--- src/rtl/fp_mul_pkg.sv ---
`default_nettype none
// ============================================================================
// Module      : fp_mul_pkg
// Description : Shared widths, constants, flag indices and FSM encoding for
//               the iterative single-precision multiplier sequencer.
// Revision    : 1.0 - initial release
// ============================================================================
package fp_mul_pkg;

    localparam int EXP_W  = 8;
    localparam int FRAC_W = 23;
    localparam int MANT_W = FRAC_W + 1;
    localparam int PROD_W = 2 * MANT_W;
    localparam int BIAS   = 127;

    localparam logic [31:0] QNAN = 32'h7FC0_0000;

    localparam int FLG_INVALID   = 3;
    localparam int FLG_OVERFLOW  = 2;
    localparam int FLG_UNDERFLOW = 1;
    localparam int FLG_INEXACT   = 0;

    typedef enum logic [1:0] {
        ST_IDLE  = 2'd0,
        ST_MULT  = 2'd1,
        ST_ROUND = 2'd2,
        ST_DONE  = 2'd3
    } state_t;

endpackage
`default_nettype wire

--- src/rtl/fp_mul_norm_round.sv ---
`default_nettype none
// ============================================================================
// Module      : fp_mul_norm_round
// Description : Combinational normalise, round-half-up and exception packing
//               of a 48-bit mantissa product (flush-to-zero, no denormals).
// Revision    : 1.0 - initial release
// ============================================================================
module fp_mul_norm_round
    import fp_mul_pkg::*;
(
    input  logic [PROD_W-1:0] prod,
    input  logic [9:0]        exp,
    input  logic              sign,
    output logic [31:0]       res,
    output logic [3:0]        flags
);

    logic              w_top;
    logic [FRAC_W-1:0] w_frac_pre;
    logic              w_guard;
    logic              w_sticky;
    logic [MANT_W:0]   w_rnd;
    logic [FRAC_W-1:0] w_frac;
    logic [9:0]        w_exp;

    always_comb begin
        w_top      = prod[PROD_W-1];
        w_frac_pre = w_top ? prod[46:24] : prod[45:23];
        w_guard    = w_top ? prod[23]    : prod[22];
        // every bit below the kept fraction, guard included, is discarded
        w_sticky   = w_top ? (|prod[23:0]) : (|prod[22:0]);
        w_rnd      = {2'b01, w_frac_pre} + {{MANT_W{1'b0}}, w_guard};
        w_frac     = w_rnd[MANT_W] ? w_rnd[MANT_W-1:1] : w_rnd[FRAC_W-1:0];
        w_exp      = exp + 10'(w_top) + 10'(w_rnd[MANT_W]);

        res                = {sign, w_exp[EXP_W-1:0], w_frac};
        flags              = '0;
        flags[FLG_INEXACT] = w_sticky;
        if ($signed(w_exp) >= 10'sd255) begin
            res                 = {sign, {EXP_W{1'b1}}, {FRAC_W{1'b0}}};
            flags[FLG_OVERFLOW] = 1'b1;
        end else if ($signed(w_exp) <= 10'sd0) begin
            res                  = {sign, {(EXP_W + FRAC_W){1'b0}}};
            flags[FLG_UNDERFLOW] = 1'b1;
        end
    end

endmodule
`default_nettype wire

--- src/rtl/fp_mul_seq_ctrl.sv ---
`default_nettype none
// ============================================================================
// Module      : fp_mul_seq_ctrl
// Description : Handshake, FSM and shift-add datapath of an iterative IEEE-754
//               single-precision multiplier; result held until consumed.
// Revision    : 1.0 - initial release
// ============================================================================
module fp_mul_seq_ctrl
    import fp_mul_pkg::*;
#(
    parameter int RADIX_BITS = 1
) (
    input  logic        clk,
    input  logic        rst,
    input  logic        in_valid,
    output logic        in_ready,
    input  logic [31:0] in_a,
    input  logic [31:0] in_b,
    input  logic        abort,
    output logic        out_valid,
    input  logic        out_ready,
    output logic [31:0] out_res,
    output logic [3:0]  out_flags
);

    localparam int c_MULT_CYC = MANT_W / RADIX_BITS;
    localparam int c_CNT_W    = (c_MULT_CYC > 1) ? $clog2(c_MULT_CYC + 1) : 1;

    state_t              r_state, w_state_nxt;
    logic                r_sign;
    logic [MANT_W-1:0]   r_ma, r_mb;
    logic [9:0]          r_exp;
    logic [PROD_W-1:0]   r_acc;
    logic [c_CNT_W-1:0]  r_cnt;
    logic [31:0]         r_res;
    logic [3:0]          r_flags;

    logic                w_accept, w_last, w_special;
    logic                w_a_nan, w_b_nan, w_a_inf, w_b_inf, w_a_zero, w_b_zero;
    logic [31:0]         w_spec_res;
    logic [3:0]          w_spec_flags;
    logic [5:0]          w_shamt;
    logic [PROD_W-1:0]   w_pp;
    logic [31:0]         w_nr_res;
    logic [3:0]          w_nr_flags;

    // Operand classification; exp field 0 (zero or denormal) counts as zero.
    always_comb begin
        w_a_nan   = (in_a[30:23] == 8'hFF) && (in_a[22:0] != '0);
        w_b_nan   = (in_b[30:23] == 8'hFF) && (in_b[22:0] != '0);
        w_a_inf   = (in_a[30:23] == 8'hFF) && (in_a[22:0] == '0);
        w_b_inf   = (in_b[30:23] == 8'hFF) && (in_b[22:0] == '0);
        w_a_zero  = (in_a[30:23] == 8'h00);
        w_b_zero  = (in_b[30:23] == 8'h00);
        w_special = w_a_nan | w_b_nan | w_a_inf | w_b_inf | w_a_zero | w_b_zero;

        w_spec_flags = '0;
        if (w_a_nan || w_b_nan || (w_a_inf && w_b_zero) || (w_b_inf && w_a_zero)) begin
            w_spec_res                = QNAN;
            w_spec_flags[FLG_INVALID] = 1'b1;
        end else if (w_a_inf || w_b_inf) begin
            w_spec_res = {in_a[31] ^ in_b[31], {EXP_W{1'b1}}, {FRAC_W{1'b0}}};
        end else begin
            w_spec_res = {in_a[31] ^ in_b[31], {(EXP_W + FRAC_W){1'b0}}};
        end
    end

    assign w_accept = (r_state == ST_IDLE) && in_valid && !abort;
    assign w_last   = (r_cnt == c_CNT_W'(c_MULT_CYC - 1));
    assign w_shamt  = 6'(r_cnt) * 6'(RADIX_BITS);
    assign w_pp     = (PROD_W'(r_ma) * PROD_W'(r_mb[RADIX_BITS-1:0])) << w_shamt;

    always_ff @(posedge clk or posedge rst) begin
        if (rst) begin
            r_state <= ST_IDLE;
        end else begin
            r_state <= w_state_nxt;
        end
    end

    always_comb begin
        w_state_nxt = r_state;
        in_ready    = 1'b0;
        out_valid   = 1'b0;
        case (r_state)
            ST_IDLE: begin
                in_ready = 1'b1;
                if (w_accept) begin
                    w_state_nxt = w_special ? ST_DONE : ST_MULT;
                end
            end
            ST_MULT: begin
                if (abort) begin
                    w_state_nxt = ST_IDLE;
                end else if (w_last) begin
                    w_state_nxt = ST_ROUND;
                end
            end
            ST_ROUND: begin
                w_state_nxt = abort ? ST_IDLE : ST_DONE;
            end
            ST_DONE: begin
                out_valid = 1'b1;
                if (abort || out_ready) begin
                    w_state_nxt = ST_IDLE;
                end
            end
            default: w_state_nxt = ST_IDLE;
        endcase
    end

    always_ff @(posedge clk or posedge rst) begin
        if (rst) begin
            r_sign  <= 1'b0;
            r_ma    <= '0;
            r_mb    <= '0;
            r_exp   <= '0;
            r_acc   <= '0;
            r_cnt   <= '0;
            r_res   <= '0;
            r_flags <= '0;
        end else begin
            case (r_state)
                ST_IDLE: begin
                    if (w_accept) begin
                        r_sign <= in_a[31] ^ in_b[31];
                        r_ma   <= {1'b1, in_a[22:0]};
                        r_mb   <= {1'b1, in_b[22:0]};
                        r_exp  <= 10'(in_a[30:23]) + 10'(in_b[30:23]) - 10'(BIAS);
                        r_acc  <= '0;
                        r_cnt  <= '0;
                        if (w_special) begin
                            r_res   <= w_spec_res;
                            r_flags <= w_spec_flags;
                        end
                    end
                end
                ST_MULT: begin
                    r_acc <= r_acc + w_pp;
                    r_mb  <= r_mb >> RADIX_BITS;
                    r_cnt <= r_cnt + c_CNT_W'(1);
                end
                ST_ROUND: begin
                    if (!abort) begin
                        r_res   <= w_nr_res;
                        r_flags <= w_nr_flags;
                    end
                end
                default: ;
            endcase
        end
    end

    fp_mul_norm_round u_norm_round (
        .prod  (r_acc),
        .exp   (r_exp),
        .sign  (r_sign),
        .res   (w_nr_res),
        .flags (w_nr_flags)
    );

    assign out_res   = r_res;
    assign out_flags = r_flags;

endmodule
`default_nettype wire
--- config.mk ---
export PLATFORM = sky130hd
export DESIGN_NAME = fp_mul_seq_ctrl
export DESIGN_NICKNAME = d
export VERILOG_FILES = /design/src/rtl/fp_mul_pkg.sv /design/src/rtl/fp_mul_norm_round.sv /design/src/rtl/fp_mul_seq_ctrl.sv
export SDC_FILE = /design/constraint.sdc
export NUM_CORES = 1
export LEC_CHECK = 0
export CORE_UTILIZATION = 43
export DETAILED_ROUTE_END_ITERATION = 16
export PLACE_DENSITY_LB_ADDON = 0.25
export SYNTH_ARGS = -nofsm -noshare
export SYNTH_HDL_FRONTEND = slang
export SYNTH_SLANG_ARGS = --single-unit
--- constraint.sdc ---
create_clock -name clk -period 8.1 [get_ports clk]
set_clock_uncertainty 0.15 [all_clocks]
set_input_delay 0.81 -clock clk [delete_from_list [all_inputs] [get_ports clk]]
set_output_delay 0.81 -clock clk [all_outputs]
set_load 0.005 [all_outputs]
==> impl_metrics.prom <==
# TYPE chip_impl_metric gauge
chip_impl_metric{name="routed_via_density",unit=""} 5.87
chip_impl_metric{name="numCtsBuffers",unit=""} 17
chip_impl_metric{name="grt_antenna_before_repair",unit=""} 0
chip_impl_metric{name="worst_ep_arrival_time",unit="ns"} 5.53
chip_impl_info{name="min-delay-start",value="out_flags[0]"} 1
chip_impl_metric{name="setup.reg_to_reg.worst_slack",unit="ns"} 2.75
chip_impl_metric{name="cts.clk_slew.worst_paths",unit="ns"} 0.07
chip_impl_info{name="commonest_non_fill_non_tap_cell_in_the_layout",value="sky130_fd_sc_hd__nand2_1"} 1
chip_impl_metric{name="dieArea",unit="um2"} 27600
chip_impl_metric{name="grt.total_usage",unit="%"} 22.7
chip_impl_metric{name="layout_worst_path_cycle_share",unit="%"} 66.0
chip_impl_metric{name="floorplan.die.height",unit="um"} 166
chip_impl_info{name="status",value="complete, but fails checks"} 1
chip_impl_metric{name="insertedDiodeCount",unit=""} 0
chip_impl_metric{name="slew_headroom",unit="%"} 21.6
chip_impl_info{name="flip_flop_cell_with_the_highest_count_after_synthesis",value="sky130_fd_sc_hd__dfrtp_1"} 1
chip_impl_info{name="start_kind",value="flop"} 1
chip_impl_metric{name="syn_area",unit="um2"} 11600
chip_impl_info{name="cts_tree",value="done"} 1
chip_impl_metric{name="setup_violations",unit=""} 0
chip_impl_metric{name="path_max_fanout",unit=""} 60
chip_impl_metric{name="pin_count_of_the_biggest_net_entering_global_routing",unit=""} 87
chip_impl_metric{name="worst_ep_required_time",unit="ns"} 8.28
chip_impl_metric{name="gp_congestion",unit=""} 0.952
chip_impl_metric{name="layout-area-overhead-vs-synth",unit="%"} 16.1
chip_impl_metric{name="vdd_drop_max",unit="V"} 0.000135
chip_impl_metric{name="cts_hold_buffers",unit=""} 0
chip_impl_metric{name="route.final.wire_length",unit="um"} 31300
chip_impl_metric{name="timing.max_cap.violations",unit=""} 0
chip_impl_metric{name="cts.repair.resized",unit=""} 0
chip_impl_info{name="timing.critical_path.to_type",value="flop"} 1
chip_impl_metric{name="timing.critical_path.slowest_cell_delay",unit="ns"} 0.50
chip_impl_info{name="crit-reg2reg-launch",value="r_acc[47]"} 1
chip_impl_metric{name="mappedNetlistNets",unit=""} 1556
chip_impl_metric{name="initial_core_util",unit="%"} 44.1
chip_impl_metric{name="finish.utilization",unit="%"} 51.3
chip_impl_info{name="holdCritPathClass",value="flop to flop"} 1
chip_impl_metric{name="p_leak",unit="nW"} 5.82
chip_impl_metric{name="power.clock.fraction",unit="%"} 22.2
chip_impl_metric{name="intPower",unit="mW"} 2.08
chip_impl_metric{name="timing.fmax",unit="GHz"} 0.187
chip_impl_metric{name="vias",unit=""} 10701
chip_impl_metric{name="final.hold.worst_slack",unit="ns"} 0.330
chip_impl_metric{name="core_area",unit="um2"} 26300
chip_impl_metric{name="gr-total-overflow",unit=""} 0
chip_impl_metric{name="power_density",unit="nW/um2"} 265
chip_impl_metric{name="syn-mean-instance-area",unit="um2"} 8.18
chip_impl_info{name="rr_endpoint",value="out_res[13]"} 1
chip_impl_metric{name="worst-r2r-cell-count",unit=""} 18
chip_impl_info{name="worst_path_max_delay_cell",value="sky130_fd_sc_hd__nor4_4"} 1
chip_impl_info{name="worstPathCellList",value="buf_4 > nand2_1 > o21ai_0 > ha_1 > ha_1 > and3_1 > nand3_4 > nor4_4 > nand3_1 > xnor2_1 > ha_1 > a31oi_2 > nor3b_2 > nand4_2 > mux2_4 > nor2_8 > nand3_2 > o41ai_2"} 1
chip_impl_info{name="critical_path.most_common_cell",value="sky130_fd_sc_hd__ha_1"} 1
chip_impl_metric{name="switching_share",unit="%"} 41.9
chip_impl_info{name="critical-path-top-delay-family",value="simple AND/OR/NAND/NOR gates"} 1
chip_impl_metric{name="wl_cell",unit="um"} 17.1
chip_impl_metric{name="post_layout_nonfiller_instances",unit=""} 1824
chip_impl_metric{name="cts_sink_cnt",unit=""} 150
chip_impl_info{name="critPathKind",value="flop to flop"} 1
chip_impl_metric{name="synth.distinct_cells",unit=""} 76
chip_impl_metric{name="combinationalPowerShare",unit="%"} 45.8
chip_impl_metric{name="first_pass_grt_wire_length",unit="um"} 51000
chip_impl_info{name="rsz_0062_raised_after_global_routing",value="no"} 1
chip_impl_metric{name="power.share.sequential",unit="%"} 32.1
chip_impl_info{name="end_of_the_worst_hold_path",value="out_flags[0]"} 1
chip_impl_metric{name="hold_viol_final",unit=""} 0
chip_impl_metric{name="dp_cells",unit=""} 1793
chip_impl_metric{name="path_buf_inv",unit=""} 1
chip_impl_metric{name="yosysSeqAreaShare",unit="%"} 32.4
chip_impl_metric{name="switching_power",unit="mW"} 1.50
chip_impl_metric{name="fp.dieW",unit="um"} 166
chip_impl_metric{name="fraction_of_final_layout_cells_sized_beyond_drive_strength_1",unit="%"} 7.32
chip_impl_metric{name="drtPass1Iterations",unit=""} 11
chip_impl_info{name="final_cell_mix",value="229 x sky130_fd_sc_hd__nand2_1, 149 x sky130_fd_sc_hd__dfrtp_1, 133 x sky130_fd_sc_hd__o21ai_0, 115 x sky130_fd_sc_hd__nor2_1, 106 x sky130_fd_sc_hd__clkdlybuf4s50_1"} 1
chip_impl_metric{name="fin_crit",unit="ns"} 5.35
chip_impl_metric{name="final_design_area_no_fill",unit="um2"} 13500
chip_impl_metric{name="dr.first_iter.drc_count",unit=""} 844
chip_impl_metric{name="ys_seq_elements",unit=""} 150
chip_impl_metric{name="finalNetCount",unit=""} 1614
chip_impl_metric{name="max_root_sink_buffers",unit=""} 2
chip_impl_metric{name="ys.warnings.count",unit=""} 0
chip_impl_metric{name="route.antenna.remaining_nets",unit=""} 0
chip_impl_metric{name="cts_setup_buffers",unit=""} 0
chip_impl_metric{name="portBuffers",unit=""} 106
chip_impl_metric{name="grt_pass1_vias",unit=""} 9998
chip_impl_info{name="ctsRootBufferMaster",value="sky130_fd_sc_hd__clkbuf_16"} 1
chip_impl_metric{name="clkLatencyLatePin",unit="ns"} 0.43
chip_impl_metric{name="number_of_enable_flip_flop_cells_after_synthesis",unit=""} 0
chip_impl_metric{name="ctsHtreeMaxLevel",unit=""} 4
chip_impl_metric{name="worst_slew_pin_tran",unit="ns"} 1.18
chip_impl_metric{name="synth_cells",unit=""} 1419
chip_impl_metric{name="hold_depth",unit=""} 2
chip_impl_metric{name="core.rowCount",unit=""} 59
chip_impl_metric{name="post-dp-hpwl",unit="um"} 23100
chip_impl_metric{name="finalSetupTns",unit="ns"} 0
chip_impl_metric{name="top_level_ports",unit=""} 107
chip_impl_metric{name="drv_slew",unit=""} 0
chip_impl_metric{name="placedInstanceArea",unit="um2"} 12900
chip_impl_metric{name="synth_async_reset_ratio",unit="%"} 100
chip_impl_metric{name="route.detailed.drc",unit=""} 3
chip_impl_info{name="violated_checks",value="design-rule violations"} 1
[cell type report]
class / instances / area, um2
clock buffers: 17 / 425
clock inverters: 14 / 144
fillers: 2529 / 12800
inverters: 40 / 155
multi-input cells: 1146 / 7390
flip-flops and latches: 150 / 3750
well taps: 335 / 419
repair buffers: 122 / 1180
[per-layer routing]
layer / part of all wire, % / global-route usage [%] / up-vias
met1: 48 / 32.1 / 5059
met3: 5.1 / 3.03 / 42
li1: - / - / 5267
met5: 0 / 0 / -
met2: 45 / 35.9 / 333
met4: 2.1 / 7.21 / 0
[metrics by stage]
step           setup WS [ns]  power, mW
2_1_floorplan           2.59       2.31
3_3_place_gp            2.84       2.75
3_5_place_dp            2.73       2.77
4_1_cts                 2.71       3.57
5_1_grt                 2.33       3.83
6_report                2.75       3.57
[worst max path at each step]
stage	startpoint	slack [ns]	cells past startpoint	endpoint
3_5_place_dp	r_acc[47]	2.73	17	out_res[16]
4_1_cts	r_acc[47]	2.71	17	out_res[16]
5_1_grt	r_acc[47]	2.33	17	out_res[4]
2_1_floorplan	r_acc[47]	2.59	22	out_res[13]
6_report	r_acc[47]	2.75	18	out_res[13]
3_3_place_gp	r_acc[47]	2.84	18	out_res[13]
[state kept, by name (all words and copies together) (netlist names)]
name       flops
r_acc         48
out_res       32
r_ma          24
r_mb          24
r_exp         10
r_cnt          5
out_flags      4
r_state        2
r_sign         1
[cell usage after synthesis, types with 3 or more instances]
library cell	number	share of area, %
sky130_fd_sc_hd__a211oi_1	15	0.97
sky130_fd_sc_hd__a21boi_0	4	0.26
sky130_fd_sc_hd__a21o_1	24	1.6
sky130_fd_sc_hd__a21oi_1	77	3.3
sky130_fd_sc_hd__a221oi_1	5	0.38
sky130_fd_sc_hd__a22o_1	20	1.5
sky130_fd_sc_hd__a31o_2	4	0.30
sky130_fd_sc_hd__a31oi_1	15	0.81
sky130_fd_sc_hd__a32o_1	4	0.35
sky130_fd_sc_hd__a41oi_1	3	0.23
sky130_fd_sc_hd__and2_1	13	0.70
sky130_fd_sc_hd__and3_1	12	0.65
sky130_fd_sc_hd__and4_1	5	0.38
sky130_fd_sc_hd__buf_1	15	0.49
sky130_fd_sc_hd__buf_4	3	0.19
sky130_fd_sc_hd__clkbuf_1	64	2.1
sky130_fd_sc_hd__dfrtp_1	150	32
sky130_fd_sc_hd__ha_1	66	7.1
sky130_fd_sc_hd__inv_1	40	1.3
sky130_fd_sc_hd__mux2_2	12	1.2
sky130_fd_sc_hd__mux2i_1	20	1.7
sky130_fd_sc_hd__mux4_2	19	3.7
sky130_fd_sc_hd__nand2_1	230	7.4
sky130_fd_sc_hd__nand2b_1	18	0.97
sky130_fd_sc_hd__nand3_1	70	3.0
sky130_fd_sc_hd__nand3b_1	3	0.19
sky130_fd_sc_hd__nand4_1	19	1.0
sky130_fd_sc_hd__nor2_1	116	3.8
sky130_fd_sc_hd__nor2b_1	12	0.65
sky130_fd_sc_hd__nor3_1	14	0.60
sky130_fd_sc_hd__nor3b_1	5	0.32
sky130_fd_sc_hd__nor4_1	21	1.1
sky130_fd_sc_hd__o211a_1	3	0.26
sky130_fd_sc_hd__o211ai_1	8	0.52
sky130_fd_sc_hd__o21a_1	4	0.26
sky130_fd_sc_hd__o21ai_0	133	5.7
sky130_fd_sc_hd__o21bai_1	13	0.84
sky130_fd_sc_hd__o22ai_1	37	2.0
sky130_fd_sc_hd__o31ai_1	8	0.52
sky130_fd_sc_hd__or2_2	5	0.27
sky130_fd_sc_hd__or3_1	7	0.38
sky130_fd_sc_hd__xnor2_1	38	2.9
sky130_fd_sc_hd__xor2_1	25	1.9
[cell families after synthesis]
kind of cell / Yosys count / share of synthesized area, %
adders and majority gates: 68 / 7.46
muxes: 52 / 6.71
xor gates and xnor gates: 63 / 4.76
DFF: 150 / 32.4
buffers and inverters: 123 / 4.09
and+or+nand+nor: 563 / 22.9
AOI/OAI and AO/OA: 400 / 21.7
[worst register-to-register path, cell delays in order, from the launching register on]
cell and delay, ns:
sky130_fd_sc_hd__dfrtp_2 0.34, sky130_fd_sc_hd__buf_4 0.48, sky130_fd_sc_hd__nand2_1 0.26, sky130_fd_sc_hd__o21ai_0 0.15, sky130_fd_sc_hd__ha_1 0.25, sky130_fd_sc_hd__ha_1 0.23, sky130_fd_sc_hd__and3_1 0.23, sky130_fd_sc_hd__nand3_4 0.12
sky130_fd_sc_hd__nor4_4 0.50, sky130_fd_sc_hd__nand3_1 0.42, sky130_fd_sc_hd__xnor2_1 0.27, sky130_fd_sc_hd__ha_1 0.22, sky130_fd_sc_hd__a31oi_2 0.06, sky130_fd_sc_hd__nor3b_2 0.34, sky130_fd_sc_hd__nand4_2 0.20, sky130_fd_sc_hd__mux2_4 0.42
sky130_fd_sc_hd__nor2_8 0.16, sky130_fd_sc_hd__nand3_2 0.13, sky130_fd_sc_hd__o41ai_2 0.34
[power groups by stage]
| stage | Combinational (mW) | Clock, mW | Sequential [mW] |
|---|---|---|---|
| floorplan | 1.25 | 0 | 1.06 |
| global placement | 1.60 | 0 | 1.15 |
| detailed placement | 1.61 | 0 | 1.15 |
| CTS | 1.62 | 0.807 | 1.14 |
| global route | 1.82 | 0.837 | 1.17 |
| finish | 1.64 | 0.793 | 1.15 |
Note: power is estimated with default switching activity, not from simulation.
